==> src/rtl/proc_element_pipe.sv <==
// rtl/proc_element_pipe.sv - 3-stage flow-controlled 3x3 RGB window processor (point ops, kernels, grayscale).
// Optional macro PE_SAT_CNT_EN adds sat_cnt, a saturating count of emitted pixels that clamped.
module proc_element_pipe #(
   parameter int CH_W        = 4,
   parameter int BRIGHT_STEP = 2,
   parameter int CNT_W       = 17,
   localparam int PIX_W      = 3*CH_W
) (
   input  logic               clk,
   input  logic               rst_n,
   input  logic               start,
   input  logic [2:0]         func,
   input  logic               gray,
   input  logic               done_in,
   input  logic               in_valid,
   output logic               in_ready,
   input  logic [3*PIX_W-1:0] win_row0,
   input  logic [3*PIX_W-1:0] win_row1,
   input  logic [3*PIX_W-1:0] win_row2,
   output logic               out_valid,
   input  logic               out_ready,
   output logic [PIX_W-1:0]   data_out,
   output logic               busy,
   output logic               done_out,
   output logic [CNT_W-1:0]   pix_cnt
`ifdef PE_SAT_CNT_EN
   ,
   output logic [15:0]        sat_cnt
`endif
);

   localparam int ACC_W = CH_W + 5;
   localparam logic signed [ACC_W-1:0] MAX_ACC  = ACC_W'((1 << CH_W) - 1);
   localparam logic signed [ACC_W-1:0] STEP_ACC = ACC_W'(BRIGHT_STEP);

   localparam logic [1:0] ST_IDLE  = 2'b00;
   localparam logic [1:0] ST_RUN   = 2'b01;
   localparam logic [1:0] ST_DRAIN = 2'b10;

   logic [1:0]               state;
   logic [2:0]               func_q;
   logic                     gray_q;
   logic                     s1_valid, s2_valid;
   logic [3*PIX_W-1:0]       win_raw [3];
   logic [3*PIX_W-1:0]       in_row  [3];
   logic [3*PIX_W-1:0]       s1_row  [3];
   logic [9*CH_W-1:0]        chan_win [3];
   logic signed [ACC_W-1:0]  s2_acc_d [3];
   logic signed [ACC_W-1:0]  s2_acc   [3];
   logic [PIX_W-1:0]         s3_pix;
   logic                     s3_sat;
   logic                     advance, accept, emit;

   function automatic logic [PIX_W-1:0] to_gray(input logic [PIX_W-1:0] p);
      logic [CH_W+1:0] s;
      s = {2'b00, p[PIX_W-1 -: CH_W]} + {1'b0, p[CH_W +: CH_W], 1'b0} + {2'b00, p[CH_W-1:0]};
      return {3{s[CH_W+1:2]}};
   endfunction

   // w holds one channel of the window, index = row*3 + col; centre is index 4
   function automatic logic signed [ACC_W-1:0] op_chan(input logic [9*CH_W-1:0] w,
                                                      input logic [2:0] f);
      logic signed [ACC_W-1:0] a [9];
      logic signed [ACC_W-1:0] orth, corn, res;
      for (int i = 0; i < 9; i++)
         a[i] = $signed({{(ACC_W-CH_W){1'b0}}, w[i*CH_W +: CH_W]});
      orth = a[1] + a[3] + a[5] + a[7];
      corn = a[0] + a[2] + a[6] + a[8];
      case (f)
         3'b000:  res = a[4];
         3'b001:  res = MAX_ACC - a[4];
         3'b010:  res = a[4] + STEP_ACC;
         3'b011:  res = a[4] - STEP_ACC;
         3'b100:  res = (corn + (orth <<< 1) + (a[4] <<< 2)) >>> 4;
         3'b101:  res = (a[4] <<< 2) + a[4] - orth;
         3'b110:  res = (a[4] <<< 3) - orth - corn;
         default: res = (orth + corn) >>> 3;
      endcase
      return res;
   endfunction

   assign advance  = ~out_valid | out_ready;
   assign in_ready = (state == ST_RUN) & advance;
   assign accept   = in_valid & in_ready;
   assign emit     = out_valid & out_ready;
   assign busy     = (state != ST_IDLE);

   assign win_raw[0] = win_row0;
   assign win_raw[1] = win_row1;
   assign win_raw[2] = win_row2;

   always_ff @(posedge clk) begin
      if (!rst_n) begin
         state    <= ST_IDLE;
         func_q   <= 3'b000;
         gray_q   <= 1'b0;
         pix_cnt  <= '0;
         done_out <= 1'b0;
      end else begin
         done_out <= 1'b0;
         if (emit)
            pix_cnt <= pix_cnt + 1'b1;
         case (state)
            ST_IDLE: if (start) begin
               state   <= ST_RUN;
               func_q  <= func;
               gray_q  <= gray;
               pix_cnt <= '0;
            end
            ST_RUN: if (done_in)
               state <= ST_DRAIN;
            ST_DRAIN: if (!s1_valid && !s2_valid && advance) begin
               state    <= ST_IDLE;
               done_out <= 1'b1;
            end
            default: state <= ST_IDLE;
         endcase
      end
   end

   always_comb begin
      for (int r = 0; r < 3; r++) begin
         in_row[r] = win_raw[r];
         if (gray_q)
            for (int k = 0; k < 3; k++)
               in_row[r][k*PIX_W +: PIX_W] = to_gray(win_raw[r][k*PIX_W +: PIX_W]);
      end
   end

   always_comb begin
      for (int c = 0; c < 3; c++) begin
         chan_win[c] = '0;
         for (int r = 0; r < 3; r++)
            for (int k = 0; k < 3; k++)
               chan_win[c][(r*3+k)*CH_W +: CH_W] = s1_row[r][k*PIX_W + c*CH_W +: CH_W];
         s2_acc_d[c] = op_chan(chan_win[c], func_q);
      end
   end

   always_comb begin
      s3_pix = '0;
      s3_sat = 1'b0;
      for (int c = 0; c < 3; c++) begin
         if (s2_acc[c][ACC_W-1]) begin
            s3_pix[c*CH_W +: CH_W] = '0;
            s3_sat = 1'b1;
         end else if (s2_acc[c] > MAX_ACC) begin
            s3_pix[c*CH_W +: CH_W] = '1;
            s3_sat = 1'b1;
         end else begin
            s3_pix[c*CH_W +: CH_W] = s2_acc[c][CH_W-1:0];
         end
      end
   end

   // Data registers follow the global advance; only the valid bits need reset
   always_ff @(posedge clk) begin
      if (advance) begin
         s1_row <= in_row;
         s2_acc <= s2_acc_d;
      end
   end

   always_ff @(posedge clk) begin
      if (!rst_n) begin
         s1_valid  <= 1'b0;
         s2_valid  <= 1'b0;
         out_valid <= 1'b0;
         data_out  <= '0;
      end else if (advance) begin
         s1_valid  <= accept;
         s2_valid  <= s1_valid;
         out_valid <= s2_valid;
         if (s2_valid)
            data_out <= s3_pix;
      end
   end

`ifdef PE_SAT_CNT_EN
   logic out_sat;

   always_ff @(posedge clk) begin
      if (!rst_n) begin
         out_sat <= 1'b0;
         sat_cnt <= '0;
      end else begin
         if (advance && s2_valid)
            out_sat <= s3_sat;
         if (state == ST_IDLE && start)
            sat_cnt <= '0;
         else if (emit && out_sat && sat_cnt != 16'hFFFF)
            sat_cnt <= sat_cnt + 16'd1;
      end
   end
`else
   logic unused_sat;
   assign unused_sat = s3_sat;
`endif

endmodule

==> config.mk <==
export PLATFORM = sky130hd
export DESIGN_NAME = proc_element_pipe
export DESIGN_NICKNAME = d
export VERILOG_FILES = /design/src/rtl/proc_element_pipe.sv
export SDC_FILE = /design/constraint.sdc
export NUM_CORES = 1
export LEC_CHECK = 0
export CAP_MARGIN = 40
export CORE_UTILIZATION = 56
export DETAILED_ROUTE_END_ITERATION = 7
export GPL_ROUTABILITY_DRIVEN = 0
export PLACE_DENSITY = 0.82
export RECOVER_POWER = 25
export SLEW_MARGIN = 20
export SYNTH_ARGS = -nofsm -noshare
export SYNTH_HDL_FRONTEND = slang
export SYNTH_SLANG_ARGS = --single-unit
export TNS_END_PERCENT = 50
==> constraint.sdc <==
create_clock -name clk -period 12.41 [get_ports clk]
set_input_delay 1.241 -clock clk [delete_from_list [all_inputs] [get_ports clk]]
set_output_delay 1.241 -clock clk [all_outputs]
set_load 0.1 [all_outputs]
==> key figures <==
Run status
  – Status: complete, but fails checks
  – Failing checks: capacitance limit, slew limit

Power
  – Leak Pwr: ~8 nW
  – Power per standard cell area: 300 nW/um^2
  – Peak supply drop: 0.000198 V
  – Total power draw: 5.30 mW

Detailed routing
  – DR vias: 11200
  – DR pass1 iterations: 7
  – DRC Markers: 0
  – Drt total wl: 35000 um
  – Routed WL per cell: 17.5 um
  – Routed vias/inst: 5.59
  – DR iter-0 viols: 964
  – Post-DRT Antenna Nets: 0

Placed design
  – DP HPWL: roughly 28000 um
  – Port bufs: 150

Clock tree
  – H-Tree Level Count: 4
  – Buffer levels on the longest clock path: 2
  – Setup Buffers After CTS: 0
  – Clock root buffer: clkbuf_16
  – Clk sinks: 174
  – CTS tree: built
  – TritonCTS Buffers: 17
  – Post-CTS resize count: 0
  – Skew-Pair Late Insertion Delay: 450 ps
  – Reg clk slew, reported paths: ~80 ps
  – # hold bufs at CTS: 0

Synth
  – Yosys top cell by area: edfxtp_1
  – Unique cell type count in the Yosys netlist: 65
  – Most used DFF post-synth: edfxtp_1
  – Post-synthesis cell count: 1486
  – Synthesized area per cell: 9.90 um^2
  – EDFF count, synth: between 100 and 150
  – Top cells by area, synth: edfxtp_1 28%, fa_1 15%, ha_1 13%, inv_1 6.8%, o21ai_0 5.8%
  – Seq cells post-synth: between 150 and 200
  – Async SR Flop Fraction: 0
  – Syn nets: 1866
  – Post-synthesis sequential area ratio: 0.329
  – Synth top area share: 0.276
  – Mapped Area: 14700 um^2
  – Yosys warnings: 0

Floorplan
  – Die Footprint: ~27000 um^2
  – Row count: 58
  – Initial core utilization: 0.577
  – Core area: 25500 um^2
  – Die Height: 164 um
  – Chip width: 164 um
  – # IOs: 151

Finish
  – Commonest non-fill, non-tap cell in the layout: inv_1
  – Final Net Count: 2043
  – Layout cells sized above 1: 0.0567
  – ANT cells: 0
  – P&R area growth vs syn: 20.1%
  – Most frequent cells in the layout: 265 x inv_1, 172 x o21ai_0, 151 x ha_1, 147 x clkdlybuf4s50_1, 135 x edfxtp_1

Setup path
  – Crit Path Class: input pin to register
  – Crit-path slowest cell: clkinvlp_2
  – Reg-to-reg setup timing slack: 7290 ps
  – CP max FO: 62
  – Startpoint class of the critical path: input pin
  – Worst reg2reg path endpoint: data_out[6]
  – FF-to-FF Start: out_valid
  – CP Cell Sequence: dlygate4sd3_1 -> nor2b_1 -> clkinvlp_2 -> nand2_1 -> nor3_1 -> a21oi_1 -> nor2b_1
  – Critical path arrival: ~6400 ps
  – Element type at the critical path end: register
  – R2R depth: 6
  – Critical Path RT: 12750 ps
  – Max incr delay on CP: 2100 ps
  – Critical Path Most Common Cell: nor2b_1

STA
  – Hold WS: 504 ps
  – RSZ-0062 raised after global routing: false
  – Fin. max-slew vios: ~80
  – Post-route clock period utilization: 0.491
  – Actual slew at the worst max-slew pin: 2640 ps
  – Clock Skew: 23.4 ps
  – Final Setup Violations: 0
  – Final Hold Fails: 0
  – Relative slew slack: -0.771
  – Final setup TNS: 0 ps
  – Minimum clock period after layout: about 6100 ps
  – Fmax: 164 MHz

Global route
  – GRT Resource Usage Total: 0.273
  – Most Crowded Layer GR: met2
  – Grt met2 use: 0.460
  – GR Util met3: 0.0379
  – Grt total ovfl: 0
  – First-pass GRT wire length: ~56000 um
  – GR Util met1: 0.349
  – Largest net degree at the start of global routing: 115
  – Vias in the first global route: 11400
  – Initial antenna violation count: 0

Worst hold path
  – WHS Endpoint: pix_cnt[1]
  – Worst hold start: pix_cnt[1]
  – HP Class: register to register
  – Hold path cells: 2

Job
  – Max_cap viols: 2
[critical path, delay by kind of cell]
kind,cells,cell delay [ps]
compound gates,1,160
simple gates,4,2320
buf+inv,2,2700
[through the flow]
stage | instance area [um^2] | setup slack [ps] | instances | utilization
global route | 17700 | 5660 | 2006 | 0.693
floorplan | 14700 | 7610 | 1486 | -
CTS | 17600 | 7580 | 2005 | 0.693
detailed placement | 17100 | 7600 | 1973 | 0.670
finish | 17700 | 6310 | 2006 | 0.693
global placement | 16500 | 7800 | 1938 | 0.649
[how the worst max path moves through the flow]
stage	to	depth (start not counted)	from	slack, ps
CTS	s2_acc[25]	20	chan_win[77]	7580
global placement	s2_acc[20]	15	chan_win[73]	7800
detailed placement	s2_acc[25]	20	chan_win[77]	7600
global route	data_out[3]	7	out_ready	5660
floorplan	in_ready	2	out_ready	7610
finish	data_out[6]	7	out_ready	6310
[power breakdown]
part / leakage (nW) / switching, mW / internal, mW
logic: 5.82 / 2.21 / 1.78
clock network: 0.288 / 0.276 / 0.272
registers: 1.78 / 0.0537 / 0.714
[synthesized netlist by cell type (all sizes together), types with 3 or more instances]
cell type	n
inv	268
o21ai	176
ha	151
edfxtp	135
fa	111
a21oi	81
nor2	72
xnor2	59
nand2	46
nor2b	46
xor2	42
dfxtp	39
o21a	28
nand3	27
nor3	27
a21o	24
clkbuf	18
nand2b	17
buf	14
a41o	13
a22oi	11
mux2i	8
a211oi	6
a31oi	6
o21bai	6
nand4	5
a221oi	4
and3	4
nand3b	4
a22o	3
and2	3
o221ai	3
o31a	3
o31ai	3
or4	3
[area by class of cell]
| class | instances | area, um^2 |
|---|---|---|
| Clock inverter | 14 | 158 |
| Sequential cell | 174 | 4840 |
| Tap cell | 330 | 413 |
| Fill cell | 1777 | 7810 |
| Timing Repair Buffer | 190 | 2100 |
| Inverter | 268 | 1010 |
| Multi-Input combinational cell | 1012 | 8720 |
| Clock buffer | 18 | 429 |
[sequential cells by signal (all words and copies together) (netlist names), 2 cells and up]
register and flops:
s2_acc 27, state 2, pix_cnt 17, data_out 12, func_q 3, chan_win 108
[metal layers]
| layer | wire [um] | up-vias | share of wire |
|---|---|---|---|
| met5 | 0 | - | 0 |
| met4 | 1420 | 0 | 0.040 |
| met3 | 2110 | 81 | 0.060 |
| met2 | 17000 | 439 | 0.49 |
| met1 | 14500 | 5301 | 0.41 |
| li1 | - | 5402 | - |
[logic make-up after synthesis]
group	synth area share
AND/OR/NAND/NOR	0.0921
flip-flops	0.329
XOR/XNOR	0.0607
multiplexers	0.00545
AO/OA/AOI/OAI	0.156
adder cells (fa/ha/maj)	0.280
buffers and inverters	0.0777
Power figures use the tool's default switching activity.
==> RTL edit, RTL diff (same settings) <==
Register the output `pix_cnt` once more, without a reset; this adds one clock of latency there. The other outputs are not delayed to match.
--- a/src/rtl/proc_element_pipe.sv
+++ b/src/rtl/proc_element_pipe.sv
@@ -39,2 +39,4 @@
 
+   logic [CNT_W-1:0] pix_cnt_s0;
+
    logic [1:0]               state;
@@ -96,3 +98,3 @@
          gray_q   <= 1'b0;
-         pix_cnt  <= '0;
+         pix_cnt_s0 <= '0;
          done_out <= 1'b0;
@@ -101,3 +103,3 @@
          if (emit)
-            pix_cnt <= pix_cnt + 1'b1;
+            pix_cnt_s0 <= pix_cnt_s0 + 1'b1;
          case (state)
@@ -107,3 +109,3 @@
                gray_q  <= gray;
-               pix_cnt <= '0;
+               pix_cnt_s0 <= '0;
             end
@@ -199,2 +201,6 @@
 
+   always_ff @(posedge clk) begin
+      pix_cnt <= pix_cnt_s0;
+   end
+
 endmodule
Behaviour: not the same (a bounded check fails within 10 cycles, from zero or initial values and one cycle with rst_n low).
==> RTL edit against the unedited design <==
The flow finishes with violations (DRC, capacitance limit, slew limit). Total power hardly changed. Design area increased by 1.9%. Area after synthesis rose by 2.3%. Sequential cell count up 17. Worst hold slack lost 0.12 ns. Non-clock buffer count stayed put. Worst setup slack better by 0.31 ns. Routed wire length decreased by 3.2%. Global-route usage decreased by 1.6 points. Via count is 0.43% lower.
==> RTL edit: results <==
set metrics [dict create \
    maxCapViolCount 2 \
    worstMarginPinSlew_ns 2.98 \
    violations "DRC, capacitance limit, slew limit" \
    grt_max_degree 108 \
    run_status "finished, violations left" \
    netlist_top_cells_area "edfxtp_1 27%, fa_1 15%, ha_1 13%, dfxtp_1 7.5%, inv_1 6.6%" \
    rrSetupSlack_ns 7.52 \
    vias_per_cell 5.53 \
    drtIter0Drc 979 \
    crit_path_max_incr_delay_ns 2.17 \
    period_needed_ns 5.78 \
    synth-seq-area-share_pct 34.4 \
    critPathMaxFanout 60 \
    swShare_pct 46.9 \
    htreeDepth 4 \
    detailed_place_hpwl_um 27500 \
    hold_depth 0 \
    whs_endpoint "pix_cnt[3]$_DFF_P_" \
    antenna_found_initial 0 \
    drtPass1Iterations 8 \
    vdd_drop_max_mv 0.227 \
    leakage_nw 8.05 \
    reg2reg_from "chan_win[1]$_DFFE_PN_" \
    layout.nets 2052 \
    grt_pass1_wl_um 55900 \
    holdWs_ns 0.380 \
    wl_um 33900 \
    finClkSkew_ns 0.0163 \
    grt_usage_pct 25.7 \
    netlist_top_cells_count "265 x inv_1, 167 x o21ai_0, 151 x ha_1" \
    slew_viol_final 71 \
    min_from "pix_cnt_s0[3]$_SDFF_PN0_" \
    cts-resized-gates 0 \
    drc_errors 20 \
    ys_warn_count 0 \
    critPathArrivalTime_ns 5.86 \
    min_path_type "register to register" \
    drive_above_1_share_pct 5.58 \
    synth_nets 1878 \
    power_frac_seq_pct 15.4 \
    p_comb_mw 3.91 \
    r2r_cells 15 \
    r2r_end "s2_acc[2]$_DFFE_PN_" \
    cpMaxStageDelayCell "clkbuf_1" \
    filler_cell_count 1866 \
    first_global_vias 11300 \
    path_clk_slew_ns 0.08 \
]
==> RTL edit: cell types whose count changed after synthesis, sizes merged, moves of 4 or more <==
cell and change:
buf +5, nand2 +4, dfxtp +17, a221oi +4
a21oi -12
==> RTL edit: how the worst max path moves through the flow <==
stage,cells past startpoint,end
after floorplan,2,in_ready
after global placement,17,s2_acc[24]$_DFFE_PN_
after detailed placement,20,s2_acc[25]$_DFFE_PN_
after CTS,15,s2_acc[2]$_DFFE_PN_
after global routing,5,chan_win[99]$_DFFE_PN_
final,5,chan_win[65]$_DFFE_PN_
==> RTL edit: logic make-up after synthesis <==
group | share of synthesized area (%)
AND/OR/NAND/NOR | 8.75
buffers and inverters | 7.70
AO/OA/AOI/OAI | 15.4
flip-flops | 34.4
adder cells (fa/ha/maj) | 27.3
XOR/XNOR | 5.92
multiplexers | 0.532
==> RTL edit: layout make-up <==
type / count / area, um2 / area share [%]
clock buffers: 18 / 450 / 2.50
inverters: 266 / 1000 / 5.55
clock inverters: 14 / 158 / 0.876
multi-input cells: 1006 / 8700 / 48.3
well taps: 335 / 419 / 2.33
repair buffers: 190 / 2100 / 11.7
flip-flops and latches: 191 / 5180 / 28.8
==> RTL edit: layer usage <==
layer,global-route usage [%],vias to the layer above,share of wire (%)
met5,0,-,0
met3,3.62,66,5.8
li1,-,5435,-
met2,44.5,397,48
met1,32.4,5277,43
met4,10.7,0,3.3
==> RTL edit: through the flow <==
stage          util (%)  setup slack (ns)  cells  total power [mW]  cell area, um2
6_report           68.7              6.63   2020              5.30           18000
5_1_grt            68.7              6.31   2020              5.78           18000
4_1_cts            68.8              7.55   2019              5.27           18000
3_5_place_dp       66.5              7.67   1987              4.66           17400
3_3_place_gp       64.3              7.78   1952              4.48           16800
2_1_floorplan         -              7.61   1498              3.82           15000
